[src/rtl/bsg_locking_arb_pkg.sv]
// Purpose : shared types and constants for the locking-arbiter release logic.
// Latency : n/a (package only).
// Backpressure: n/a; holds the FSM state enum and the header/last-beat encoding.
package bsg_locking_arb_pkg;

    // Release FSM: IDLE waits for a header beat, LOCKED tracks the body beats.
    typedef enum logic {
        IDLE   = 1'b0,
        LOCKED = 1'b1
    } lock_state_e;

    // A header whose length field equals this value is a single-beat packet.
    localparam int unsigned single_beat_len_lp = 0;

    // beats_left value at which the accepted beat is the packet's last.
    localparam int unsigned last_beat_left_lp = 1;

endpackage

[src/rtl/bsg_lock_idle_timer.sv]
// Purpose : counts consecutive idle cycles of a locked packet and flags expiry.
// Latency : expire_o is combinational; it rises in the timeout_p-th idle cycle.
// Backpressure: none; any non-idle cycle or an expiry restarts the count.
// Ports   : clk_i/reset_n_i clock and async active-low reset; idle_i marks a
//           locked cycle without a grant; expire_o requests a forced release.
module bsg_lock_idle_timer #(
    parameter int timeout_p = 255
) (
    input  logic clk_i,
    input  logic reset_n_i,
    input  logic idle_i,
    output logic expire_o
);

    localparam int cnt_width_lp = (timeout_p > 1) ? $clog2(timeout_p) : 1;

    // Holds the number of idle cycles already completed, so the cycle in which
    // the count reaches timeout_p is the one where the register shows timeout_p-1.
    logic [cnt_width_lp-1:0] cnt_q;

    assign expire_o = idle_i && (cnt_q == cnt_width_lp'(timeout_p - 1));

    always_ff @(posedge clk_i or negedge reset_n_i) begin
        if (!reset_n_i) begin
            cnt_q <= '0;
        end else if (!idle_i || expire_o) begin
            cnt_q <= '0;
        end else begin
            cnt_q <= cnt_q + cnt_width_lp'(1);
        end
    end

endmodule

[src/rtl/bsg_locking_arb_release.sv]
// Purpose : tracks packet boundaries behind a locking arbiter and pulses unlock on the last beat.
// Latency : unlock_o is combinational (same cycle as the last grant); status outputs are registered.
// Backpressure: none; a cycle with no grant simply holds state (optional idle timeout forces release).
// Ports   : clk_i, reset_n_i (async active-low); grants_i grant vector, len_i header length;
//           unlock_o release pulse, locked_o packet in progress, owner_o one-hot owner,
//           beats_left_o beats still expected, err_o sticky protocol error, timeout_o sticky forced release.
// Config  : define BSG_LOCKING_ARB_RELEASE_TIMEOUT_EN to enable the idle-timeout release.
module bsg_locking_arb_release
    import bsg_locking_arb_pkg::*;
#(
    parameter int inputs_p    = 4,    // arbiter width; always set by the instantiating arbiter
    parameter int len_width_p = 4,
    parameter int timeout_p   = 255
) (
    input  logic                   clk_i,
    input  logic                   reset_n_i,
    input  logic [inputs_p-1:0]    grants_i,
    input  logic [len_width_p-1:0] len_i,
    output logic                   unlock_o,
    output logic                   locked_o,
    output logic [inputs_p-1:0]    owner_o,
    output logic [len_width_p-1:0] beats_left_o,
    output logic                   err_o,
    output logic                   timeout_o
);

    lock_state_e              state_q, state_d;
    logic [inputs_p-1:0]      owner_q, owner_d;
    logic [len_width_p-1:0]   left_q, left_d;
    logic                     err_q, err_d;
    logic                     to_q, to_d;
    logic                     unlock_raw;
    logic                     any_grant;
    logic                     grant_bad;
    logic                     timeout_fire;

    assign any_grant = |grants_i;

    // A stray grant is flagged but still counted as the owner's beat, so the
    // packet framing stays aligned with what the arbiter actually forwarded.
    assign grant_bad = any_grant &&
                       (!$onehot(grants_i) || ((state_q == LOCKED) && (grants_i != owner_q)));

`ifdef BSG_LOCKING_ARB_RELEASE_TIMEOUT_EN
    bsg_lock_idle_timer #(
        .timeout_p (timeout_p)
    ) idle_timer (
        .clk_i     (clk_i),
        .reset_n_i (reset_n_i),
        .idle_i    ((state_q == LOCKED) && !any_grant),
        .expire_o  (timeout_fire)
    );
`else
    assign timeout_fire = 1'b0;
`endif

    always_comb begin
        state_d    = state_q;
        owner_d    = owner_q;
        left_d     = left_q;
        err_d      = err_q | grant_bad;
        to_d       = to_q;
        unlock_raw = 1'b0;

        case (state_q)
            IDLE: begin
                if (any_grant) begin
                    if (len_i == len_width_p'(single_beat_len_lp)) begin
                        // Header is also the last beat: release at once, owner stays clear.
                        unlock_raw = 1'b1;
                        left_d     = '0;
                    end else begin
                        state_d = LOCKED;
                        owner_d = grants_i;
                        left_d  = len_i;
                    end
                end
            end
            LOCKED: begin
                if (any_grant) begin
                    // Never decrement through zero; LOCKED always holds a nonzero count.
                    left_d = (left_q == '0) ? '0 : left_q - len_width_p'(1);
                    if (left_q == len_width_p'(last_beat_left_lp)) begin
                        unlock_raw = 1'b1;
                        state_d    = IDLE;
                        owner_d    = '0;
                    end
                end else if (timeout_fire) begin
                    unlock_raw = 1'b1;
                    state_d    = IDLE;
                    owner_d    = '0;
                    left_d     = '0;
                    to_d       = 1'b1;
                end
            end
            default: begin
                state_d = IDLE;
                owner_d = '0;
                left_d  = '0;
            end
        endcase
    end

    always_ff @(posedge clk_i or negedge reset_n_i) begin
        if (!reset_n_i) begin
            state_q <= IDLE;
            owner_q <= '0;
            left_q  <= '0;
            err_q   <= 1'b0;
            to_q    <= 1'b0;
        end else begin
            state_q <= state_d;
            owner_q <= owner_d;
            left_q  <= left_d;
            err_q   <= err_d;
            to_q    <= to_d;
        end
    end

    // Gate with reset so a grant seen while in reset never releases the arbiter.
    assign unlock_o     = reset_n_i & unlock_raw;
    assign locked_o     = (state_q == LOCKED);
    assign owner_o      = owner_q;
    assign beats_left_o = left_q;
    assign err_o        = err_q;
    assign timeout_o    = to_q;

endmodule
[config.mk]
export PLATFORM = sky130hd
export DESIGN_NAME = bsg_locking_arb_release
export DESIGN_NICKNAME = d
export VERILOG_FILES = /design/src/rtl/bsg_locking_arb_pkg.sv /design/src/rtl/bsg_lock_idle_timer.sv /design/src/rtl/bsg_locking_arb_release.sv
export SDC_FILE = /design/constraint.sdc
export NUM_CORES = 1
export LEC_CHECK = 0
export ABC_AREA = 1
export ABC_CLOCK_PERIOD_IN_PS = 1200
export BUFFER_PORTS_ARGS = -buffer_cell sky130_fd_sc_hd__buf_2
export CAP_MARGIN = 20
export CORE_UTILIZATION = 40
export CTS_CLUSTER_DIAMETER = 60
export DETAILED_ROUTE_END_ITERATION = 6
export GPL_TIMING_DRIVEN = 0
export PLACE_DENSITY = 0.64
export SYNTH_ARGS = -nofsm -noshare
export SYNTH_HDL_FRONTEND = slang
export SYNTH_HIERARCHICAL = 1
export SYNTH_SLANG_ARGS = --single-unit
[constraint.sdc]
create_clock -name clk_i -period 1.2 [get_ports clk_i]
set_input_delay 0.06 -clock clk_i [delete_from_list [all_inputs] [get_ports clk_i]]
set_output_delay 0.06 -clock clk_i [all_outputs]
set_load 0.01 [all_outputs]
==> results of run 1 <==
cells in the final DEF (no fill, tap or decap):
master,count
sky130_fd_sc_hd__nor2_4,1
sky130_fd_sc_hd__clkbuf_4,3
sky130_fd_sc_hd__inv_12,1
sky130_fd_sc_hd__nand2_1,33
sky130_fd_sc_hd__nand3_1,5
sky130_fd_sc_hd__nor3_2,1
sky130_fd_sc_hd__ha_4,1
sky130_fd_sc_hd__nand3_4,1
sky130_fd_sc_hd__dlygate4sd3_1,1
sky130_fd_sc_hd__nand2_2,1
sky130_fd_sc_hd__o21ai_0,2
sky130_fd_sc_hd__buf_6,2
sky130_fd_sc_hd__buf_2,17
sky130_fd_sc_hd__inv_4,2
sky130_fd_sc_hd__buf_12,1
sky130_fd_sc_hd__buf_8,1
sky130_fd_sc_hd__conb_1,1
sky130_fd_sc_hd__nor3b_2,1
sky130_fd_sc_hd__nor2_1,7
sky130_fd_sc_hd__fa_1,1
sky130_fd_sc_hd__ha_1,1
sky130_fd_sc_hd__o21ai_2,4
sky130_fd_sc_hd__inv_1,12
sky130_fd_sc_hd__a21boi_1,1
sky130_fd_sc_hd__a31oi_1,2
sky130_fd_sc_hd__nand3_2,1
sky130_fd_sc_hd__buf_4,9
sky130_fd_sc_hd__inv_2,1
sky130_fd_sc_hd__ha_2,1
sky130_fd_sc_hd__nand4_1,5
sky130_fd_sc_hd__nand2_4,1
sky130_fd_sc_hd__dfrtp_1,10
report_power, final:
part | switching, mW | leakage [nW] | internal, mW
registers | 0.110 | 0.117 | 0.482
clock network | 0.112 | 0.0138 | 0.116
logic | 0.669 | 0.423 | 0.506
total | 0.891 | 0.554 | 1.10
kinds of logic after synthesis:
| kind of cell | after synthesis | share of synthesized area, % |
|---|---|---|
| AND/OR/NAND/NOR | 57 | 37.3 |
| buffers and inverters | 19 | 11.8 |
| flip-flops | 10 | 35.2 |
| AO/OA/AOI/OAI | 9 | 7.04 |
| adder cells (fa/ha/maj) | 4 | 8.10 |
| other | 1 | 0.528 |
layout make-up:
cell class                      count  area share [%]
Timing Repair Buffer               28            19.1
Clock buffer                        3            2.21
Multi-Input combinational cell     71            41.9
Tap cell                           16            1.97
Buffer                              3            2.58
Inverter                           16            7.63
Sequential cell                    10            24.6
critical path: cells and delay by family (launching register included):
family	cells	cell delay, ns
AOI/OAI and AO/OA	1	0.14
buffers and inverters	1	0.15
and+or+nand+nor	2	0.33
DFF	1	0.43
metrics by stage:
stage                     power [mW]  utilization (%)  area (sq um)  TNS [ns]
after floorplan                 1.24                -           743    -0.238
after global placement          1.52             54.8           863    -0.541
after detailed placement        1.54             54.8           863    -0.551
after CTS                       1.89             62.6           987    -0.316
after global routing            2.17             64.5          1020    -0.530
final                           1.99             64.5          1020    -0.304
path summary, 6_finish.rpt:
path                       slack (ns)                   startpoint                     endpoint  cells after the start
max in group asynchronous        0.58                    reset_n_i       owner_o[3]$_DFFE_PN0P_                      2
setup reg to reg                 0.03  beats_left_o[3]$_DFFE_PN0P_       owner_o[3]$_DFFE_PN0P_                      5
hold reg to reg                  0.48              err_o$_DFF_PN0_              err_o$_DFF_PN0_                      2
hold / removal                   0.04                     len_i[3]  beats_left_o[3]$_DFFE_PN0P_                      3
min in group asynchronous        0.30                    reset_n_i  beats_left_o[2]$_DFFE_PN0P_                      2
setup / recovery                -0.18  beats_left_o[3]$_DFFE_PN0P_                     unlock_o                      4
flip-flops by register name, summed over array words and instances, names as in the netlist:
signal        count
err_o             1
locked_o          1
beats_left_o      4
owner_o           4
timing repair:
item | 4_1_cts | 5_1_grt
endpoints found under the hold margin | 10 | 0
setup endpoints to repair | 2 | 7
buffers inserted | 7 | 0
hold buffers | 1 | 0
pin swaps | 6 | 3
resized for setup | 10 | 9
metal layers:
metal	up-vias	wire [um]	GRT usage (%)
li1	380	-	-
met1	332	732	22.5
met2	24	864	34.7
met3	2	112	6.12
met4	0	8	5.45
met5	-	0	0
==> flow_summary.html, run 1 <==
<table>
<tr><th>Metric</th><th>Value</th></tr>
<tr><th colspan="2">CTS</th></tr>
<tr><td>Clock sink count</td><td>10</td></tr>
<tr><td>Root buffer cell</td><td>sky130_fd_sc_hd__clkbuf_4</td></tr>
<tr><td>Longest Clk Path Bufs</td><td>2</td></tr>
<tr><td>Number of buffers added by the clock tree synthesis step</td><td>3</td></tr>
<tr><td>Clock tree from TritonCTS</td><td>built</td></tr>
<tr><td>Number of H-tree levels</td><td>1</td></tr>
<tr><td>Clock slew at the register clock pins of the worst setup and hold paths</td><td>0.07 ns</td></tr>
<tr><td>Clock latency of the later-clocked register in the worst-skew pair</td><td>between 0.2 and 0.3 ns</td></tr>
<tr><th colspan="2">Synth</th></tr>
<tr><td>Async SR Flop Fraction</td><td>100%</td></tr>
<tr><td>Leading register cell type out of synthesis</td><td>sky130_fd_sc_hd__dfrtp_1</td></tr>
<tr><td>Unique cell type count in the Yosys netlist</td><td>22</td></tr>
<tr><td>Combined area of all synthesized cells</td><td>711 sq um</td></tr>
<tr><td>Sequential area share after synthesis</td><td>35.2%</td></tr>
<tr><td>Most numerous cell in the Yosys netlist</td><td>sky130_fd_sc_hd__nand2_1</td></tr>
<tr><td>Number of warnings reported in the yosys synthesis log</td><td>6</td></tr>
<tr><td>Number of cells produced by synthesis</td><td>100</td></tr>
<tr><td>Syn_nets</td><td>roughly 110</td></tr>
<tr><td>Top cells by area in the synthesized netlist</td><td>sky130_fd_sc_hd__dfrtp_1, sky130_fd_sc_hd__nand2_1, sky130_fd_sc_hd__inv_1, sky130_fd_sc_hd__ha_1, sky130_fd_sc_hd__nand4_1</td></tr>
<tr><td>Cell types with the highest counts after synthesis</td><td>sky130_fd_sc_hd__nand2_1, sky130_fd_sc_hd__inv_1, sky130_fd_sc_hd__dfrtp_1</td></tr>
<tr><td>Synthesized area divided by synthesized cell count</td><td>7.11 sq um</td></tr>
<tr><td>Synth area leader</td><td>sky130_fd_sc_hd__dfrtp_1</td></tr>
<tr><td>Total of flip-flops plus latches after synthesis</td><td>10</td></tr>
<tr><td>Portion of synthesized cell area occupied by the leading cell type</td><td>35.2%</td></tr>
<tr><td>Post-synth EDFFs</td><td>0</td></tr>
<tr><th colspan="2">Floorplan</th></tr>
<tr><td>Top-Level Pins</td><td>22</td></tr>
<tr><td>Die outline width</td><td>~44 um</td></tr>
<tr><td>Die outline height</td><td>44.2 um</td></tr>
<tr><td>Floorplan row count</td><td>14</td></tr>
<tr><td>Area enclosed by the die boundary</td><td>between 1500 and 2000 sq um</td></tr>
<tr><td>Core ar.</td><td>1580 sq um</td></tr>
<tr><td>Initial Util</td><td>between 40% and 50%</td></tr>
<tr><th colspan="2">Placement</th></tr>
<tr><td>Total instance count after detailed placement</td><td>136</td></tr>
<tr><td>Setup Slack @ Placement</td><td>-0.551 ns</td></tr>
<tr><td>Post-detail-place hpwl</td><td>1.17 mm</td></tr>
<tr><td>Count of buffers inserted at the top-level ports</td><td>20</td></tr>
<tr><td>Global placer's final weighted congestion</td><td>0.799</td></tr>
<tr><th colspan="2">Timing</th></tr>
<tr><td>RSZ-0062 raised after global routing</td><td>yes</td></tr>
<tr><td>Post-route minimum period</td><td>about 1.4 ns</td></tr>
<tr><td>Skew final</td><td>around 0.0093 ns</td></tr>
<tr><td>Count of final setup violators</td><td>2</td></tr>
<tr><td>Worst path setup slack after routing</td><td>-0.177 ns</td></tr>
<tr><td>Hold Worst Slack</td><td>between 0.04 and 0.05 ns</td></tr>
<tr><td>Max Freq</td><td>726 MHz</td></tr>
<tr><td>Ratio of final minimum period to clock period</td><td>115%</td></tr>
<tr><td>Final Hold Vio Count</td><td>0</td></tr>
<tr><td>Final slew viol count</td><td>0</td></tr>
<tr><th colspan="2">Global routing</th></tr>
<tr><td>Global-route wire length before repair</td><td>2.79 mm</td></tr>
<tr><td>Pin count of the biggest net entering global routing</td><td>11</td></tr>
<tr><td>Antenna violations before repair</td><td>0</td></tr>
<tr><td>Combined global-route utilization of all metal layers</td><td>19.6%</td></tr>
<tr><td>GRT overflow</td><td>0</td></tr>
<tr><td>Via count of the first global-routing pass</td><td>between 600 and 700</td></tr>
<tr><th colspan="2">Power and ir drop</th></tr>
<tr><td>Standby leakage power</td><td>0.554 nW</td></tr>
<tr><td>Areal power density over the cells</td><td>1960 nW/um^2</td></tr>
<tr><td>Peak VDD IR</td><td>1120 uV</td></tr>
<tr><th colspan="2">Run status</th></tr>
<tr><td>Failing checks</td><td>setup timing</td></tr>
<tr><td>Run status</td><td>finished, violations left</td></tr>
<tr><th colspan="2">Cells and area</th></tr>
<tr><td>Antenna diode count</td><td>0</td></tr>
<tr><td>Signed area change from the synthesized netlist to the final layout</td><td>43.1%</td></tr>
<tr><td>Fillcell total</td><td>140</td></tr>
<tr><td>Multi-input combinational cell area</td><td>approximately 430 sq um</td></tr>
<tr><td>Post-route insts no fill</td><td>roughly 150</td></tr>
<tr><td>Area taken by flip-flops and latches</td><td>250 sq um</td></tr>
<tr><td>Number of nets at the end of the flow</td><td>147</td></tr>
<tr><td>Proportion of layout cells with a drive suffix above 1</td><td>between 30% and 40%</td></tr>
<tr><th colspan="2">Critical path</th></tr>
<tr><td>Delay of the slowest cell on the worst path</td><td>0.43 ns</td></tr>
<tr><td>Critical path class</td><td>reg2out</td></tr>
<tr><td>Slowest cell on the critical path</td><td>sky130_fd_sc_hd__dfrtp_1</td></tr>
<tr><td>Crit-path cells</td><td>nor3_2 -&gt; nand3_1 -&gt; a21boi_1 -&gt; buf_2</td></tr>
<tr><td>Startpoint class of the critical path</td><td>flop</td></tr>
<tr><td>Endpoint required time on the critical path</td><td>roughly 1.1 ns</td></tr>
<tr><td>Crit path capture type</td><td>output pin</td></tr>
<tr><td>Largest fanout of any net on the critical path</td><td>5</td></tr>
<tr><td>Arrival time at the worst endpoint</td><td>between 1 and 1.5 ns</td></tr>
<tr><th colspan="2">Detailed routing</th></tr>
<tr><td>Average wire per cell in the routed design</td><td>11.7 um</td></tr>
<tr><td>First-pass DRT Iterations</td><td>7</td></tr>
<tr><td>Via count</td><td>roughly 740</td></tr>
<tr><td>Detailed-route vias per instance</td><td>5.02</td></tr>
<tr><td>Routed Wire Length</td><td>roughly 1.7 mm</td></tr>
<tr><td>Antenna-violating nets left</td><td>0</td></tr>
<tr><td>Number of remaining DRC errors</td><td>0</td></tr>
<tr><td>Number of DRC markers in iteration 0</td><td>26</td></tr>
<tr><th colspan="2">Min path</th></tr>
<tr><td>Class of the tightest hold or removal check</td><td>in2reg</td></tr>
<tr><th colspan="2">Job</th></tr>
<tr><td>Number of maximum-capacitance constraint violations</td><td>0</td></tr>
</table>
(Power assumes the default switching activity.)
==> inputs of run 2 (changes only) <==
ABC_CLOCK_PERIOD_IN_PS = 1300   (was 1200)
clock period = 1.3 ns   (was 1.2 ns; I/O delays follow)
==> run 2 against run 1 <==
Compared with the run above:
- the run still ends with setup timing left
- clock skew down 0.0018 ns
- sequential power is 8.1% lower
- via count rose by 1.2%
- register-to-register slack better by 0.09 ns
- non-clock buffer count stayed put
- cell area down 3.0%
- sequential cell count unchanged
- setup slack better by 0.098 ns
- routed wire length shrank 3.7%
- combinational power decreased by 16%
- global-route usage decreased by 0.17 points
- die area unchanged
- largest cell class unchanged
- largest power group unchanged
- highest routed layer unchanged
==> flow_summary.html, run 2 (synthesis results as in run 1) <==
<table>
<tr><th>Metric</th><th>Value</th></tr>
<tr><th colspan="2">Power and ir drop</th></tr>
<tr><td>Areal power density over the cells</td><td>1760 nW/um^2</td></tr>
<tr><td>Peak VDD IR</td><td>996 uV</td></tr>
<tr><td>Standby leakage power</td><td>0.545 nW</td></tr>
<tr><th colspan="2">Cells and area</th></tr>
<tr><td>Fillcell total</td><td>141</td></tr>
<tr><td>Number of nets at the end of the flow</td><td>147</td></tr>
<tr><td>Leading cell type in the layout, fill and taps excluded</td><td>sky130_fd_sc_hd__nand2_1</td></tr>
<tr><td>Post-route insts no fill</td><td>147</td></tr>
<tr><td>Leading cell types in the layout, fill and taps excluded</td><td>sky130_fd_sc_hd__nand2_1, sky130_fd_sc_hd__buf_2, sky130_fd_sc_hd__inv_1, sky130_fd_sc_hd__dfrtp_1</td></tr>
<tr><td>Signed area change from the synthesized netlist to the final layout</td><td>38.9%</td></tr>
<tr><td>Antenna diode count</td><td>0</td></tr>
<tr><td>Proportion of layout cells with a drive suffix above 1</td><td>34.4%</td></tr>
<tr><th colspan="2">Critical path</th></tr>
<tr><td>Crit-path cells</td><td>inv_1 -&gt; nand2_2 -&gt; nor3_2 -&gt; nand3_1 -&gt; a21boi_1 -&gt; buf_2</td></tr>
<tr><td>Delay of the slowest cell on the worst path</td><td>0.37 ns</td></tr>
<tr><td>Kind of cell with the highest combined delay on the critical path</td><td>flip-flops</td></tr>
<tr><td>Slowest cell on the critical path</td><td>sky130_fd_sc_hd__dfrtp_1</td></tr>
<tr><td>Crit path capture type</td><td>output pin</td></tr>
<tr><td>Endpoint required time on the critical path</td><td>1.24 ns</td></tr>
<tr><td>Startpoint class of the critical path</td><td>flop</td></tr>
<tr><td>Largest fanout of any net on the critical path</td><td>2</td></tr>
<tr><td>Slack of the worst reg-to-reg path</td><td>0.12 ns</td></tr>
<tr><td>Critical path class</td><td>reg2out</td></tr>
<tr><td>Critical path buffers and inverters</td><td>2</td></tr>
<tr><td>Arrival time at the worst endpoint</td><td>1.31 ns</td></tr>
<tr><th colspan="2">Global routing</th></tr>
<tr><td>Antenna violations before repair</td><td>0</td></tr>
<tr><td>Combined global-route utilization of all metal layers</td><td>19.4%</td></tr>
<tr><td>GRT overflow</td><td>0</td></tr>
<tr><td>Global-route wire length before repair</td><td>2.76 mm</td></tr>
<tr><td>Via count of the first global-routing pass</td><td>675</td></tr>
<tr><td>Pin count of the biggest net entering global routing</td><td>12</td></tr>
<tr><th colspan="2">CTS</th></tr>
<tr><td>Number of H-tree levels</td><td>1</td></tr>
<tr><td>Root buffer cell</td><td>sky130_fd_sc_hd__clkbuf_4</td></tr>
<tr><td>Clock latency of the later-clocked register in the worst-skew pair</td><td>0.27 ns</td></tr>
<tr><td>Clock slew at the register clock pins of the worst setup and hold paths</td><td>0.06 ns</td></tr>
<tr><td>Longest Clk Path Bufs</td><td>2</td></tr>
<tr><td>Clock sink count</td><td>10</td></tr>
<tr><td>Number of buffers added by the clock tree synthesis step</td><td>3</td></tr>
<tr><td>Clock tree from TritonCTS</td><td>built</td></tr>
<tr><th colspan="2">Floorplan</th></tr>
<tr><td>Die outline width</td><td>44.2 um</td></tr>
<tr><td>Die outline height</td><td>44.2 um</td></tr>
<tr><td>Area enclosed by the die boundary</td><td>1950 sq um</td></tr>
<tr><td>Floorplan row count</td><td>14</td></tr>
<tr><td>Initial Util</td><td>45.1%</td></tr>
<tr><td>Top-Level Pins</td><td>22</td></tr>
<tr><td>Core ar.</td><td>1580 sq um</td></tr>
<tr><th colspan="2">Run status</th></tr>
<tr><td>Run status</td><td>finished, violations left</td></tr>
<tr><td>Failing checks</td><td>setup timing</td></tr>
<tr><th colspan="2">Timing</th></tr>
<tr><td>Hold Worst Slack</td><td>0.0473 ns</td></tr>
<tr><td>Skew final</td><td>0.00755 ns</td></tr>
<tr><td>Final Hold Vio Count</td><td>0</td></tr>
<tr><td>RSZ-0062 raised after global routing</td><td>yes</td></tr>
<tr><td>Count of final setup violators</td><td>2</td></tr>
<tr><td>Max Freq</td><td>between 700 and 800 MHz</td></tr>
<tr><td>Final slew viol count</td><td>0</td></tr>
<tr><td>Worst path setup slack after routing</td><td>-0.0787 ns</td></tr>
<tr><td>Post-route minimum period</td><td>1.38 ns</td></tr>
<tr><td>Ratio of final minimum period to clock period</td><td>106%</td></tr>
<tr><th colspan="2">Placement</th></tr>
<tr><td>Total instance count after detailed placement</td><td>136</td></tr>
<tr><td>Global placer's final weighted congestion</td><td>0.799</td></tr>
<tr><td>Post-detail-place hpwl</td><td>1.17 mm</td></tr>
<tr><td>Count of buffers inserted at the top-level ports</td><td>20</td></tr>
<tr><th colspan="2">Detailed routing</th></tr>
<tr><td>Antenna-violating nets left</td><td>0</td></tr>
<tr><td>Number of remaining DRC errors</td><td>0</td></tr>
<tr><td>Routed Wire Length</td><td>1.65 mm</td></tr>
<tr><td>First-pass DRT Iterations</td><td>7</td></tr>
<tr><td>Number of DRC markers in iteration 0</td><td>23</td></tr>
<tr><td>Average wire per cell in the routed design</td><td>~11 um</td></tr>
<tr><td>Via count</td><td>~750</td></tr>
<tr><td>Detailed-route vias per instance</td><td>5.08</td></tr>
<tr><th colspan="2">Min path</th></tr>
<tr><td>Class of the tightest hold or removal check</td><td>in2reg</td></tr>
<tr><th colspan="2">Job</th></tr>
<tr><td>Number of maximum-capacitance constraint violations</td><td>0</td></tr>
</table>
[run 2: cell counts in the layout (fill, tap and decap cells not counted)]
Identical to the previous run, type by type.
[run 2: where the power goes]
| part | internal, mW | switching [mW] | total (mW) |
|---|---|---|---|
| combinational | 0.424 | 0.563 | 0.987 |
| clock | 0.107 | 0.104 | 0.211 |
| sequential | 0.445 | 0.0987 | 0.544 |
[run 2: cell type report]
cell class / count / area [sq um] / share of cell area (%)
Sequential cell: 10 / 250 / 25.3
Timing Repair Buffer: 28 / 194 / 19.6
Buffer: 3 / 23.8 / 2.41
Multi-Input combinational cell: 71 / 399 / 40.4
Inverter: 16 / 77.6 / 7.86
Tap cell: 16 / 20.0 / 2.03
Clock buffer: 3 / 22.5 / 2.28
[run 2: routing by layer]
metal  routed length, um  GRT usage (%)  up-vias
li1                    -              -      379
met1                 701           23.0      328
met2                 799           33.5       32
met3                 122           6.12        8
met4                  30           5.45        0
met5                   0              0        -
[run 2: what timing repair did]
item,4_1_cts,5_1_grt
gates resized for setup,10,0
pin swaps,6,2
setup buffers,7,0
setup endpoints to repair,2,2
endpoints found under the hold margin,10,0
hold buffers,1,0
[run 2: worst register-to-register path, delay by kind of cell, from the launching register on]
kind	cells	cell delay, ns
AOI/OAI and AO/OA	1	0.10
buffers and inverters	2	0.18
DFF	1	0.39
and+or+nand+nor	4	0.42
[run 2: metrics by stage]
stage	util [%]	TNS (ns)	area [sq um]	power, mW	setup slack [ns]
2_1_floorplan	-	-0.143	743	1.15	-0.143
3_3_place_gp	54.8	-0.446	863	1.40	-0.446
3_5_place_dp	54.8	-0.456	863	1.42	-0.456
4_1_cts	62.6	-0.126	987	1.75	-0.0678
5_1_grt	62.6	-0.240	987	1.90	-0.129
6_report	62.6	-0.113	987	1.74	-0.0787
[run 2: path summary, 6_finish.rpt]
check | from | end | cells past startpoint
worst max-delay path | beats_left_o[1]$_DFFE_PN0P_ | unlock_o | 6
worst min-delay path | len_i[3] | beats_left_o[3]$_DFFE_PN0P_ | 3
worst max register to register | beats_left_o[0]$_DFFE_PN0P_ | beats_left_o[2]$_DFFE_PN0P_ | 7
worst min register to register | err_o$_DFF_PN0_ | err_o$_DFF_PN0_ | 2
max in group asynchronous | reset_n_i | beats_left_o[0]$_DFFE_PN0P_ | 2
min in group asynchronous | reset_n_i | beats_left_o[2]$_DFFE_PN0P_ | 2
